[config.mk]
export PLATFORM = sky130hd
export DESIGN_NAME = char_mem_arbiter_flat
export DESIGN_NICKNAME = d
export VERILOG_FILES = /design/src/rtl/char_mem_pkg.sv /design/src/rtl/char_mem_arbiter_if.sv /design/src/rtl/char_mem_arbiter_rr_arb2.sv /design/src/rtl/char_mem_arbiter.sv /design/src/flat_wrapper.sv
export SDC_FILE = /design/constraint.sdc
export NUM_CORES = 1
export LEC_CHECK = 0
export BUFFER_PORTS_ARGS = -buffer_cell sky130_fd_sc_hd__buf_2
export CAP_MARGIN = 5
export CORE_MARGIN = 2
export CORE_UTILIZATION = 45
export DETAILED_ROUTE_END_ITERATION = 12
export PLACE_DENSITY_LB_ADDON = 0.05
export SETUP_SLACK_MARGIN = 0.3
export SLEW_MARGIN = 40
export SYNTH_ARGS = -nofsm -noshare
export SYNTH_HDL_FRONTEND = slang
export SYNTH_HIERARCHICAL = 1
export SYNTH_SLANG_ARGS = --single-unit
export TNS_END_PERCENT = 1
[constraint.sdc]
create_clock -name clock100 -period 2 [get_ports clock100]
set_clock_uncertainty 0.2 [all_clocks]
set_input_delay 0.1 -clock clock100 [delete_from_list [all_inputs] [get_ports clock100]]
set_output_delay 0.1 -clock clock100 [all_outputs]
set_load 0.05 [all_outputs]
[src/rtl/char_mem_pkg.sv]
// rtl/char_mem_pkg.sv - shared screen geometry, widths and arbiter state encoding
package char_mem_pkg;

   localparam int COLS   = 80;
   localparam int ROWS   = 40;
   localparam int CELLS  = COLS * ROWS;
   localparam int ADDR_W = 12;
   localparam int DATA_W = 8;

   localparam logic [ADDR_W-1:0] CELLS_A   = ADDR_W'(CELLS);
   localparam logic [ADDR_W-1:0] LAST_CELL = ADDR_W'(CELLS - 1);

   // Control codes the UART writer interprets before addressing the RAM
   localparam logic [DATA_W-1:0] CHAR_CR  = 8'd13;
   localparam logic [DATA_W-1:0] CHAR_ESC = 8'd27;
   localparam logic [DATA_W-1:0] CHAR_DEL = 8'd127;

   typedef enum logic [1:0] {
      IDLE  = 2'd0,
      WRITE = 2'd1,
      CLEAR = 2'd2
   } arb_state_t;

endpackage

[src/rtl/char_mem_arbiter_if.sv]
// rtl/char_mem_arbiter_if.sv - writer ports, fill control and RAM write port bundle
interface char_mem_arbiter_if;
   import char_mem_pkg::*;

   logic              req_a;
   logic              req_b;
   logic [ADDR_W-1:0] addr_a;
   logic [ADDR_W-1:0] addr_b;
   logic [DATA_W-1:0] data_a;
   logic [DATA_W-1:0] data_b;
   logic              ack_a;
   logic              ack_b;
   logic              addr_err;
   logic              clear_req;
   logic              clear_busy;
   logic              clear_done;
   logic [ADDR_W-1:0] mem_wraddress;
   logic [DATA_W-1:0] mem_data;
   logic              mem_wren;

   modport master (
      output req_a, req_b, addr_a, addr_b, data_a, data_b, clear_req,
      input  ack_a, ack_b, addr_err, clear_busy, clear_done,
             mem_wraddress, mem_data, mem_wren
   );

   modport slave (
      input  req_a, req_b, addr_a, addr_b, data_a, data_b, clear_req,
      output ack_a, ack_b, addr_err, clear_busy, clear_done,
             mem_wraddress, mem_data, mem_wren
   );

endinterface

[src/rtl/char_mem_arbiter_rr_arb2.sv]
// rtl/char_mem_arbiter_rr_arb2.sv - two-way round-robin grant with last-grant memory
module rr_arb2 (
   input  logic       clock100,
   input  logic       reset,
   input  logic [1:0] req,
   input  logic       advance,
   output logic [1:0] grant,
   output logic       last_grant
);

   always_comb begin
      grant = 2'b00;
      case (req)
         2'b01:   grant = 2'b01;
         2'b10:   grant = 2'b10;
         2'b11:   grant = last_grant ? 2'b01 : 2'b10;
         default: grant = 2'b00;
      endcase
   end

   // last_grant = 1 means port B; reset there so port A wins the first tie
   always_ff @(posedge clock100 or posedge reset) begin
      if (reset)
         last_grant <= 1'b1;
      else if (advance && (|grant))
         last_grant <= grant[1];
   end

endmodule

[src/rtl/char_mem_arbiter.sv]
// rtl/char_mem_arbiter.sv - character RAM write-port arbiter with full-screen fill engine
module char_mem_arbiter
   import char_mem_pkg::*;
#(
   parameter logic [DATA_W-1:0] FILL_CHAR = 8'd0
) (
   input  logic             clock100,
   input  logic             reset,
   char_mem_arbiter_if.slave bus
);

   arb_state_t        state, state_next;
   logic [ADDR_W-1:0] fill_cnt, fill_cnt_next;
   logic [1:0]        grant;
   logic              last_grant;
   logic              advance;

   logic [ADDR_W-1:0] wr_addr_q, wr_addr_n;
   logic [DATA_W-1:0] wr_data_q, wr_data_n;
   logic              wren_q, wren_n;
   logic              err_q, err_n;
   logic              busy_q, busy_n;
   logic              done_q, done_n;
   logic [ADDR_W-1:0] sel_addr;
   logic [DATA_W-1:0] sel_data;

   rr_arb2 u_rr_arb2 (
      .clock100   (clock100),
      .reset      (reset),
      .req        ({bus.req_b, bus.req_a}),
      .advance    (advance),
      .grant      (grant),
      .last_grant (last_grant)
   );

   assign sel_addr = grant[1] ? bus.addr_b : bus.addr_a;
   assign sel_data = grant[1] ? bus.data_b : bus.data_a;

   always_comb begin
      state_next    = state;
      fill_cnt_next = fill_cnt;
      advance       = 1'b0;
      wr_addr_n     = wr_addr_q;
      wr_data_n     = wr_data_q;
      wren_n        = 1'b0;
      err_n         = 1'b0;
      busy_n        = 1'b0;
      done_n        = 1'b0;
      case (state)
         IDLE: begin
            if (bus.clear_req) begin
               state_next = CLEAR;
               wren_n     = 1'b1;
               wr_addr_n  = '0;
               wr_data_n  = FILL_CHAR;
               busy_n     = 1'b1;
            end else if (|grant) begin
               state_next = WRITE;
               advance    = 1'b1;
               wr_addr_n  = sel_addr;
               wr_data_n  = sel_data;
               if (sel_addr < CELLS_A)
                  wren_n = 1'b1;
               else
                  err_n = 1'b1;
            end
         end
         WRITE: state_next = IDLE;
         CLEAR: begin
            // The clear_done cycle is the final CLEAR cycle, so a waiting writer
            // is sampled in the IDLE cycle after it and lands two cycles later.
            if (done_q) begin
               state_next = IDLE;
            end else if (fill_cnt == LAST_CELL) begin
               fill_cnt_next = '0;
               done_n        = 1'b1;
            end else begin
               fill_cnt_next = fill_cnt + ADDR_W'(1);
               wr_addr_n     = fill_cnt + ADDR_W'(1);
               wr_data_n     = FILL_CHAR;
               wren_n        = 1'b1;
               busy_n        = 1'b1;
            end
         end
         default: state_next = IDLE;
      endcase
   end

   always_ff @(posedge clock100 or posedge reset) begin
      if (reset) begin
         state     <= IDLE;
         fill_cnt  <= '0;
         wr_addr_q <= '0;
         wr_data_q <= '0;
         wren_q    <= 1'b0;
         err_q     <= 1'b0;
         busy_q    <= 1'b0;
         done_q    <= 1'b0;
      end else begin
         state     <= state_next;
         fill_cnt  <= fill_cnt_next;
         wr_addr_q <= wr_addr_n;
         wr_data_q <= wr_data_n;
         wren_q    <= wren_n;
         err_q     <= err_n;
         busy_q    <= busy_n;
         done_q    <= done_n;
      end
   end

   // last_grant already names the port granted on entry to WRITE
   assign bus.ack_a         = (state == WRITE) && !last_grant;
   assign bus.ack_b         = (state == WRITE) && last_grant;
   assign bus.addr_err      = err_q;
   assign bus.clear_busy    = busy_q;
   assign bus.clear_done    = done_q;
   assign bus.mem_wraddress = wr_addr_q;
   assign bus.mem_data      = wr_data_q;
   assign bus.mem_wren      = wren_q;

endmodule

[src/flat_wrapper.sv]
// flat-port wrapper written by rule: the top's interface ports become plain ports
module char_mem_arbiter_flat import char_mem_pkg::*;
#(
   parameter logic [DATA_W-1:0] FILL_CHAR = 8'd0
)
  (clock100, reset, bus_req_a, bus_req_b, bus_addr_a, bus_addr_b, bus_data_a, bus_data_b, bus_clear_req, bus_ack_a, bus_ack_b, bus_addr_err, bus_clear_busy, bus_clear_done, bus_mem_wraddress, bus_mem_data, bus_mem_wren);
  char_mem_arbiter_if bus_i ();
  input  logic clock100;
  input  logic reset;
  input wire logic [$bits(bus_i.req_a)-1:0] bus_req_a;
  input wire logic [$bits(bus_i.req_b)-1:0] bus_req_b;
  input wire logic [$bits(bus_i.addr_a)-1:0] bus_addr_a;
  input wire logic [$bits(bus_i.addr_b)-1:0] bus_addr_b;
  input wire logic [$bits(bus_i.data_a)-1:0] bus_data_a;
  input wire logic [$bits(bus_i.data_b)-1:0] bus_data_b;
  input wire logic [$bits(bus_i.clear_req)-1:0] bus_clear_req;
  output wire logic [$bits(bus_i.ack_a)-1:0] bus_ack_a;
  output wire logic [$bits(bus_i.ack_b)-1:0] bus_ack_b;
  output wire logic [$bits(bus_i.addr_err)-1:0] bus_addr_err;
  output wire logic [$bits(bus_i.clear_busy)-1:0] bus_clear_busy;
  output wire logic [$bits(bus_i.clear_done)-1:0] bus_clear_done;
  output wire logic [$bits(bus_i.mem_wraddress)-1:0] bus_mem_wraddress;
  output wire logic [$bits(bus_i.mem_data)-1:0] bus_mem_data;
  output wire logic [$bits(bus_i.mem_wren)-1:0] bus_mem_wren;
  assign bus_i.req_a = bus_req_a;
  assign bus_i.req_b = bus_req_b;
  assign bus_i.addr_a = bus_addr_a;
  assign bus_i.addr_b = bus_addr_b;
  assign bus_i.data_a = bus_data_a;
  assign bus_i.data_b = bus_data_b;
  assign bus_i.clear_req = bus_clear_req;
  assign bus_ack_a = bus_i.ack_a;
  assign bus_ack_b = bus_i.ack_b;
  assign bus_addr_err = bus_i.addr_err;
  assign bus_clear_busy = bus_i.clear_busy;
  assign bus_clear_done = bus_i.clear_done;
  assign bus_mem_wraddress = bus_i.mem_wraddress;
  assign bus_mem_data = bus_i.mem_data;
  assign bus_mem_wren = bus_i.mem_wren;
  char_mem_arbiter #(.FILL_CHAR(FILL_CHAR)) u_core (.clock100(clock100), .reset(reset), .bus(bus_i));
endmodule
### Word level (Yosys, flattened, before mapping)

Cells that the tools add are included.

| storage, ports and cells | value |
|---|---|
| flip-flop bits (word level) | 39 |
| input port bits | 45 |
| output and inout bits | 26 |
| word-level logic and storage cells | 69 |

| cells by class | value |
|---|---|
| add/sub/neg operators | 1 |
| magnitude comparators | 1 |
| equality and inequality tests | 10 |
| mux-type cells | 37 |
| bitwise logic cells | 1 |
| reductions and logical operators | 10 |

Operator list:

| cell | count |
|---|---|
| 2-to-1 mux 12 bit | 6 |
| 2-to-1 mux 8 bit | 5 |
| one-hot mux 12 bit (2 select lines) | 1 |
| 2-to-1 mux 1 bit | 16 |
| one-hot mux 8 bit (2 select lines) | 1 |
| adder 12 x 1 -> 12 bit (second input constant) | 1 |
| equality test 12 bit (second input constant) | 1 |
| less-than comparator 12 bit (second input constant) | 1 |
| 2-to-1 mux 2 bit | 4 |
| equality test 2 bit (second input constant) | 3 |
| one-hot mux 2 bit (3 select lines) | 1 |
| equality test 2 x 1 -> 1 bit (second input constant) | 2 |
| != test 2 bit (second input constant) | 2 |
| one-hot mux 1 bit (2 select lines) | 2 |
| one-hot mux 2 bit (2 select lines) | 1 |
| AND reduction 2 bit | 2 |
| AND reduction 4 bit | 1 |
| logical AND 1 bit | 3 |
| != test 3 x 2 -> 1 bit (second input constant) | 1 |
| logical NOT 2 bit | 1 |
| != test 2 x 1 -> 1 bit (second input constant) | 1 |
| nonzero test 2 bit | 1 |
| OR reduction 2 bit | 1 |
| logical NOT 1 bit | 1 |
| NOT 1 bit | 1 |

### Longest topological paths before layout

Gate-level depths: netlist of run 1.

| logic depth | value |
|---|---|
| word-level depth | 8 |
| depth in mapped cells | 7 |
| mapped depth without buffers | 6 |

### Modules after synthesis

The synthesis of run 1 kept the hierarchy.

By module, submodules not included:

| module | times used | cells an instance | area each (um^2) | sequential area each (um^2) |
|---|---|---|---|---|
| char_mem_arbiter | 1 | 193 | 2,205.9 | 950.9 |
| rr_arb2 | 1 | 7 | 60.1 | 26.3 |

### Worst setup path after synthesis of run 1

Ideal clock, no wire load.

| timing path | value |
|---|---|
| kind | register to register |
| start point | reg u_core.u_rr_arb2.last_grant |
| end point | reg u_core.wr_data_q[5] (netlist: u_core/bus.mem_data[5]) |
| setup time | 0.125 ns |
| arrival | 1.834 ns |
| data required time | 1.675 ns |
| path slack | -0.160 ns |
| cell stages (with the launch flop) | 7 |
| buffers on the path | 2 |
| period minus slack after synthesis | 2.160 ns |
| path through | dfstp_2 a21boi_0 clkbuf_1 or3_1 a21oi_4 buf_6 mux2_4 |

| between the ends | value |
|---|---|
| word-level cells in the longest chain between the ends | 6 |
| elaborated cells between the ends (all ways) | 9 |

RTL lines:

| what | line | RTL |
|---|---|---|
| start, declared | char_mem_arbiter_rr_arb2.sv:8 | `output logic last_grant` |
| start signal, assigned | char_mem_arbiter_rr_arb2.sv:26 | `last_grant <= grant[1];` |
| 2-to-1 mux 2 bit * | char_mem_arbiter_rr_arb2.sv:16 | `2'b11: grant = last_grant ? 2'b01 : 2'b10;` |
| one-hot mux 2 bit (3 select lines) * | char_mem_arbiter_rr_arb2.sv:13 | `case (req)` |
| named net u_core.grant[1] | char_mem_arbiter.sv:14 | `logic [1:0] grant;` |
| 2-to-1 mux 8 bit | char_mem_arbiter.sv:37 | `assign sel_data = grant[1] ? bus.data_b : bus.data_a;` |
| 2-to-1 mux 8 bit | char_mem_arbiter.sv:57 | `end else if (\|grant) begin` |
| 2-to-1 mux 8 bit | char_mem_arbiter.sv:51 | `if (bus.clear_req) begin` |
| one-hot mux 8 bit (2 select lines) | char_mem_arbiter.sv:49 | `case (state)` |
| end signal, assigned | char_mem_arbiter.sv:103 | `wr_data_q <= wr_data_n;` |
| end, declared | char_mem_arbiter.sv:19 | `logic [DATA_W-1:0] wr_data_q, wr_data_n;` |

Mark *: on every way through the listed nets, which the timed path passes. The rest lies on a longest branch. The select of a mux whose other input is x is not followed.
A chain may end at the register's enable or synchronous reset.

### Worst setup path in the final report of run 1

| timing path | value |
|---|---|
| start point | reg u_core.u_rr_arb2.last_grant |
| end point | reg u_core.wr_addr_q[11] (netlist: u_core/bus.mem_wraddress[11]) |

| between the ends | value |
|---|---|
| word-level cells in the longest chain between the ends | 6 |
| elaborated cells between the ends (all ways) | 9 |

RTL lines:

| what | line | RTL |
|---|---|---|
| 2-to-1 mux 2 bit * | char_mem_arbiter_rr_arb2.sv:16 |  |
| one-hot mux 2 bit (3 select lines) * | char_mem_arbiter_rr_arb2.sv:13 |  |
| named net u_core.grant[1] | char_mem_arbiter.sv:14 |  |
| 2-to-1 mux 12 bit | char_mem_arbiter.sv:36 | `assign sel_addr = grant[1] ? bus.addr_b : bus.addr_a;` |
| 2-to-1 mux 12 bit | char_mem_arbiter.sv:57 |  |
| 2-to-1 mux 12 bit | char_mem_arbiter.sv:51 |  |
| one-hot mux 12 bit (2 select lines) | char_mem_arbiter.sv:49 |  |
| end signal, assigned | char_mem_arbiter.sv:102 | `wr_addr_q <= wr_addr_n;` |
| end, declared | char_mem_arbiter.sv:18 | `logic [ADDR_W-1:0] wr_addr_q, wr_addr_n;` |

Marked as above.

==> results.cfg, run 1 <==
[status]
outcome = complete, but fails checks
violations = negative setup slack

[placement]
gp_congestion = 0.8337
preCtsSetupSlack_ps = -21.37
place_inst = 345
place.detailed.hpwl_um = 3848
io_buffers = 70

[clock_network]
cts_made_buffers = 5
clock_sinks = 39
cts_max_path_buffers = 2
root_buffer = clkbuf_8
clk_pin_slew_ps = 80
cts_tree = done
post_cts_buffers = 0
insertion_delay_ps = 290
htree_levels = 2

[power]
pwr-share-comb_pct = 40.1
ir_drop_v = 0.0007021
pwr-share-seq_pct = 37.1
switching_power_mw = 1.052
internal_power_mw = 1.910
finalPower_mw = 2.962
switching_share_pct = 35.52
leakage_nw = 1.555
powerDensity_mw_per_mm2 = 943.0
power_frac_clock_pct = 22.9

[synth]
yosys.area.top_type = dfrtp_1
synth_compound_area_share_pct = 12.64
netlist.area_leader.share_pct = 41.97
synthAdderAreaFrac_pct = 0.5522
ys_types = 44
ys_seq_area_share_pct = 43.13
yosys_warnings = 6
netlist_area_mm2 = 0.002266
syn_avg_cell_area_um2 = 11.33
yosys-top-cells-area = dfrtp_1 42%, mux2_4 13%, mux2i_1 8.4%
async_flop_share_pct = 100.0
synth_fp_nets = 246
synth-simple-area-share_pct = 12.81
synth-main-ff-cell = dfrtp_1
synth_top_family_by_area = multiplexers
netlist_instances = 200
synth_edf_count = 0
synth-xor-area-share_pct = 4.638
muxShareOfSynthArea_pct = 21.98
synth-seq-cells = 39

[timing]
setup_viol = 1
final_max_slew_viol_count = 0
setup_ws_ps = -0.8209
min_period_ps = 2001
maxSlewHeadroom_pct = 67.27
hold_viol_final = 0
fmax_ghz = 0.4998
timing_worst_slew_pin_value_ps = 491.0
rsz0062_at_grt = yes
fin_crit_sh_pct = 100.0

[drt]
firstDrtPassIters = 4
dr_total_vias = 1866
vias_per_cell = 5.030
drt_iter0_drc = 71
ant_nets = 0
drc = 0
wire_per_inst_um = 14.60
drt_wl_total_um = 5415

[setup_path]
crit_buf_inv = 1
critical_path_class = flop to flop
critPathLaunchType = flop
crit_path_cell_trace = a21boi_2 > or3_4 > a21oi_4 > buf_12 > mux2_4
critPathRequiredTime_ps = 1980
path_max_fanout = 21
crit_family = flip-flops
cpMaxStageDelayCell = dfstp_2
crit_arrival_ps = 1980
critPathCaptureType = flop
cp_slowest_stage_delay_ps = 550

[die]
dieHeight_um = 74.96
dieArea_mm2 = 0.005619
die_w_um = 74.96
io_pins = 71
initial_utilization_pct = 47.35
core_area_mm2 = 0.004786
num_rows = 25

[global_routing]
grt_first_pass_wirelength_um = 8707
overflow = 0
grt_pass1_vias = 1823
grt_max_degree = 39
grt.total_usage_pct = 20.29
grt_antenna_before_repair = 0

[final_layout]
final.fill_count = 388
seqCellArea_um2 = 979.7
drive_above_1_share_pct = 45.72
fin_nets = 349
multi_input_area_mm2 = 0.001231
syn2layout_area_growth_pct = 38.60
n_antenna_cell = 0
instances_no_fill = 371

[run]
cap_violations = 0

[worst_hold_path]
min_path_type = primary input to flop
==> state kept, by name, summed over array words and instances, names as in the netlist <==
register                     cells
u_core/bus.addr_err              1
u_core/bus.clear_busy            1
u_core/bus.clear_done            1
u_core/bus.mem_data              8
u_core/bus.mem_wraddress        12
u_core/bus.mem_wren              1
u_core/fill_cnt                 12
u_core/state                     2
u_core/u_rr_arb2/last_grant      1
==> cell type report <==
type                            count  area share, %
Clock buffer                        6          2.629
Clock inverter                      2          1.116
Inverter                            4         0.4781
Multi-Input combinational cell    145          39.20
Sequential cell                    39          31.20
Tap cell                           67          2.669
Timing Repair Buffer              108          22.71
==> synthesized netlist by cell type, types with 2 or more instances <==
library cell,n
nor2b_1,2
clkbuf_1,5
buf_6,4
nand2b_1,4
a21oi_1,6
nand4_1,3
a31oi_1,5
o31ai_1,2
dfrtp_1,38
and3_1,3
o22ai_1,10
o21ai_0,4
mux2_4,19
buf_2,2
xnor2_1,5
a21oi_4,2
xor2_1,7
nand3_1,5
inv_1,4
nand2_1,8
mux2_2,2
nor2_1,16
a22o_1,5
mux2i_1,19
==> metal layers <==
metal / vias up / wire length (um) / global-route usage, %
li1: 927 / - / -
met1: 883 / 2545 / 27.89
met2: 48 / 2582 / 33.14
met3: 8 / 221 / 3.079
met4: 0 / 65 / 6.349
met5: - / 0 / 0
==> what timing repair did <==
action / in CTS / in global routing
pin swaps: 3 / 5
hold endpoints to repair: 50 / 0
hold buffers: 18 / 0
endpoints found under the setup margin: 28 / 33
resized for setup: 9 / 5
==> placed cells by master, fill, tap and decap left out, drive strengths merged, types with 2 or more instances in the layout <==
master / count
a21boi: 2
a21oi: 8
a22o: 5
a31oi: 5
and3: 3
buf: 90
clkbuf: 6
dfrtp: 38
dlygate4sd3: 18
inv: 4
mux2: 21
mux2i: 19
nand2: 9
nand2b: 4
nand3: 5
nand4: 3
nor2: 17
nor2b: 2
o211ai: 2
o21ai: 4
o22ai: 10
o31ai: 2
xnor2: 5
xor2: 7
==> metrics by stage <==
step,instance area [um^2],hold WS [ps],util (%),setup TNS [ps]
2_1_floorplan,2272,-210.3,-,-2010
3_3_place_gp,2803,-90.50,58.56,-6.592
3_5_place_dp,2803,-84.18,58.56,-21.37
4_1_cts,3123,1.205,65.25,-15.12
5_1_grt,3141,20.17,65.62,-805.2
6_report,3141,2.467,65.62,-0.8209
==> final timing paths <==
path                                             start                           end  slack [ps]  depth (start not counted)
setup reg to reg           u_core/u_rr_arb2/last_grant  u_core/bus.mem_wraddress[11]        -0.8                          5
setup / recovery           u_core/u_rr_arb2/last_grant  u_core/bus.mem_wraddress[11]        -0.8                          5
max in group asynchronous                        reset            u_core/fill_cnt[2]         940                          4
hold reg to reg                        u_core/state[0]               u_core/state[1]         300                          1
min in group asynchronous                        reset   u_core/u_rr_arb2/last_grant         170                          3
hold / removal                           bus_data_a[5]        u_core/bus.mem_data[5]           2                          4
==> power by group through the flow <==
| stage | Combinational [mW] | Clock [mW] | Sequential [mW] |
|---|---|---|---|
| 3_5_place_dp | 1.15 | 0 | 1.10 |
| 2_1_floorplan | 0.586 | 0 | 1.35 |
| 4_1_cts | 1.19 | 0.698 | 1.09 |
| 5_1_grt | 1.28 | 0.721 | 1.12 |
| 3_3_place_gp | 1.13 | 0 | 1.10 |
| 6_report | 1.19 | 0.677 | 1.10 |
==> kinds of logic (layout without fill, tap and decap cells) <==
logic type / after synthesis / count (layout)
adder cells (fa/ha/maj): 1 / 1
AND/OR/NAND/NOR: 52 / 52
AO/OA/AOI/OAI: 40 / 40
flip-flops: 39 / 39
buffers and inverters: 16 / 120
XOR/XNOR: 12 / 12
multiplexers: 40 / 40
==> worst reg2reg max path: cells and delay by family (launching register included) <==
kind / cells / cell delay (ps)
buffers and inverters: 1 / 210
AND/OR/NAND/NOR: 1 / 370
flip-flops: 1 / 550
multiplexers: 1 / 330
AO/OA/AOI/OAI: 2 / 230
Note: power is estimated with default switching activity, not from simulation.
==> inputs of run 2 (changes only) <==
- ABC_CLOCK_PERIOD_IN_PS: not set -> 2000
- SYNTH_HIERARCHICAL: 1 -> not set
==> run 2 against run 1 <==
Against the previous run:
- largest cell class unchanged
- hold slack about the same
- total power rose by 3.4%
- area after synthesis decreased by 4.3%
- critical endpoint is now u_core.bus.mem_data[2]
- routed wire length rose by 12%
- via count increased by 9.7%
- the run now ends clean
- register-to-register slack improved by 30 ps
- critical path depth increased by 2
- critical path type unchanged
==> results.cfg, run 2 <==
[status]
outcome = finished, final reports clean

[synth]
yosys.area.top_type = dfrtp_1
synth_common_cells = 38 x dfrtp_1, 27 x nand2_1, 20 x mux2i_1
netlist_instances = 215
synth_fp_nets = 261
async_flop_share_pct = 100.0
syn_avg_cell_area_um2 = 10.09
ys_seq_area_share_pct = 45.04
netlist.area_leader.share_pct = 43.83
yosys-top-cells-area = dfrtp_1 44%, mux2i_1 9.2%, nand2_1 4.7%
netlist_area_mm2 = 0.002170
synth-seq-cells = 39
yosys_warnings = 0
synth_edf_count = 0
ys_types = 47
synthMostInstantiatedCell = dfrtp_1
synth-main-ff-cell = dfrtp_1

[timing]
hold_viol_final = 0
setup_viol = 0
rsz0062_at_grt = yes
maxSlewHeadroom_pct = 67.15
timing_worst_slew_pin_value_ps = 492.7
final_max_slew_viol_count = 0
fmax_ghz = 0.5076
fin_crit_sh_pct = 98.50
setup_ws_ps = 29.96
min_period_ps = 1970

[clock_network]
clock_sinks = 39
htree_levels = 2
clk_pin_slew_ps = 70
root_buffer = clkbuf_8
cts_max_path_buffers = 2
cts_tree = done
insertion_delay_ps = 290
cts_made_buffers = 5

[placement]
gp_congestion = 0.8718
place.detailed.hpwl_um = 4164
preCtsSetupSlack_ps = -65.03
io_buffers = 70
place_inst = 354

[setup_path]
cpMaxStageDelayCell = a221o_4
cp_slowest_stage_delay_ps = 440
path_max_fanout = 7
crit_arrival_ps = 1970
reg2reg_to = u_core.bus.mem_data[2]
crit_path_cell_trace = ha_2 > nand3_4 > nor4_4 > buf_4 > a221o_4 > buf_16 > o31ai_2
critical_path_class = flop to flop
critPathCaptureType = flop
r2r-start = u_core.fill_cnt[1]
critPathRequiredTime_ps = 2000
critPathLaunchType = flop
ff2ff_setup_slack_ps = 30
ff2ff_path_depth = 7

[global_routing]
overflow = 0
grt_max_degree = 40
grt_first_pass_wirelength_um = 9611
grt.total_usage_pct = 23.78
grt_antenna_before_repair = 0
grt_pass1_vias = 1975

[drt]
firstDrtPassIters = 4
dr_total_vias = 2047
ant_nets = 0
wire_per_inst_um = 16.04
drt_iter0_drc = 121
vias_per_cell = 5.415
drt_wl_total_um = 6062
drc = 0

[final_layout]
syn2layout_area_growth_pct = 46.54
mostFrequentLayoutCell = buf_2
drive_above_1_share_pct = 43.83
final_cell_mix = 70 x buf_2, 37 x dfrtp_1, 30 x buf_4, 23 x nand2_1, 20 x mux2i_1
fin_nets = 369
n_antenna_cell = 0
instances_no_fill = 378
final.fill_count = 372

[worst_hold_path]
worstHoldStart = bus_data_a[1]
whs_path_depth = 3
min_path_type = primary input to flop
min_to = u_core.bus.mem_data[1]

[die]
num_rows = 25
initial_utilization_pct = 46.24
core_area_mm2 = 0.004692
dieArea_mm2 = 0.005393
io_pins = 71
die_w_um = 73.44
dieHeight_um = 73.44

[power]
powerDensity_mw_per_mm2 = 963.1
leakage_nw = 1.520
ir_drop_v = 0.0005804

[run]
cap_violations = 0
==> run 2: changes by cell type after synthesis, sizes merged, moves of 6 or more <==
cell	previous run	this run
xnor2	5	11
o221ai	0	6
nand2	9	27
o21a	0	6
mux2	21	1
o31ai	2	9
o21ai	4	12
o22ai	10	0
==> run 2: report_power, final <==
group	internal [mW]	switching, mW	total (mW)	leakage, nW
registers	0.964	0.110	1.07	0.499
logic	0.557	0.753	1.31	0.960
clock network	0.404	0.275	0.679	0.0612
==> run 2: worst max-delay path by stage <==
| stage | slack, ps | cells after the start | startpoint | to |
|---|---|---|---|---|
| floorplan | -90 | 7 | u_core.fill_cnt[0] | u_core.bus.mem_wraddress[0] |
| global placement | 20 | 6 | u_core.fill_cnt[9] | u_core.bus.mem_wraddress[7] |
| detailed placement | -70 | 7 | u_core.fill_cnt[0] | u_core.bus.mem_data[6] |
| CTS | 40 | 7 | u_core.fill_cnt[1] | u_core.bus.mem_data[6] |
| global route | -40 | 7 | u_core.fill_cnt[0] | u_core.bus.mem_wraddress[9] |
| finish | 30 | 7 | u_core.fill_cnt[1] | u_core.bus.mem_data[2] |
==> run 2: cell families (layout without fill, tap and decap cells) <==
group           count (synthesis)  count (layout)  synth area share (%)
compound gates                 53              53                 17.47
xor+xnor                       14              14                 5.652
fa+ha+maj                       1               1                0.5766
buf+inv                        16             125                 5.190
flops                          39              39                 45.04
mux                            21              21                 9.746
simple gates                   71              71                 16.32
==> run 2: cell type report <==
class	instances	area [um^2]	share of cell area, %
multi-input combinational	160	1216	38.25
timing repair buffer	114	788.3	24.79
sequential	39	978.4	30.78
inverter	3	11.26	0.3542
tap	54	67.56	2.125
clock inverter	2	35.03	1.102
clock buffer	6	82.58	2.597
==> run 2: timing repair <==
action,in CTS,in global routing
buffers inserted,3,1
cloned,3,0
endpoints found under the hold margin,47,0
pin swaps,12,0
resized for setup,21,9
setup endpoints to repair,29,31
hold buffers,9,0
==> run 2: metal layers <==
layer	part of all wire (%)	GRT usage (%)
met5	0	0
met4	1.8	7.273
met3	4.8	4.390
met2	50	40.54
met1	44	30.66
==> run 2: worst max-delay path, delay by kind of cell, from the launching register on <==
kind / cells / cell delay [ps]
fa+ha+maj: 1 / 210
flops: 1 / 390
compound gates: 2 / 610
simple gates: 2 / 130
buf+inv: 2 / 320
==> run 2: stage by stage <==
step / hold WS [ps] / setup TNS, ps / area (um^2) / total power [mW] / utilization [%]
final: 2.759 / 0 / 3179 / 3.062 / 67.76
after global routing: 13.40 / -186.0 / 3179 / 3.235 / 67.76
after CTS: 2.378 / 0 / 3137 / 3.050 / 66.85
after detailed placement: 45.28 / -276.8 / 2725 / 2.301 / 58.08
after global placement: 42.20 / 0 / 2725 / 2.289 / 58.08
after floorplan: -6.152 / -1660 / 2170 / 1.912 / -
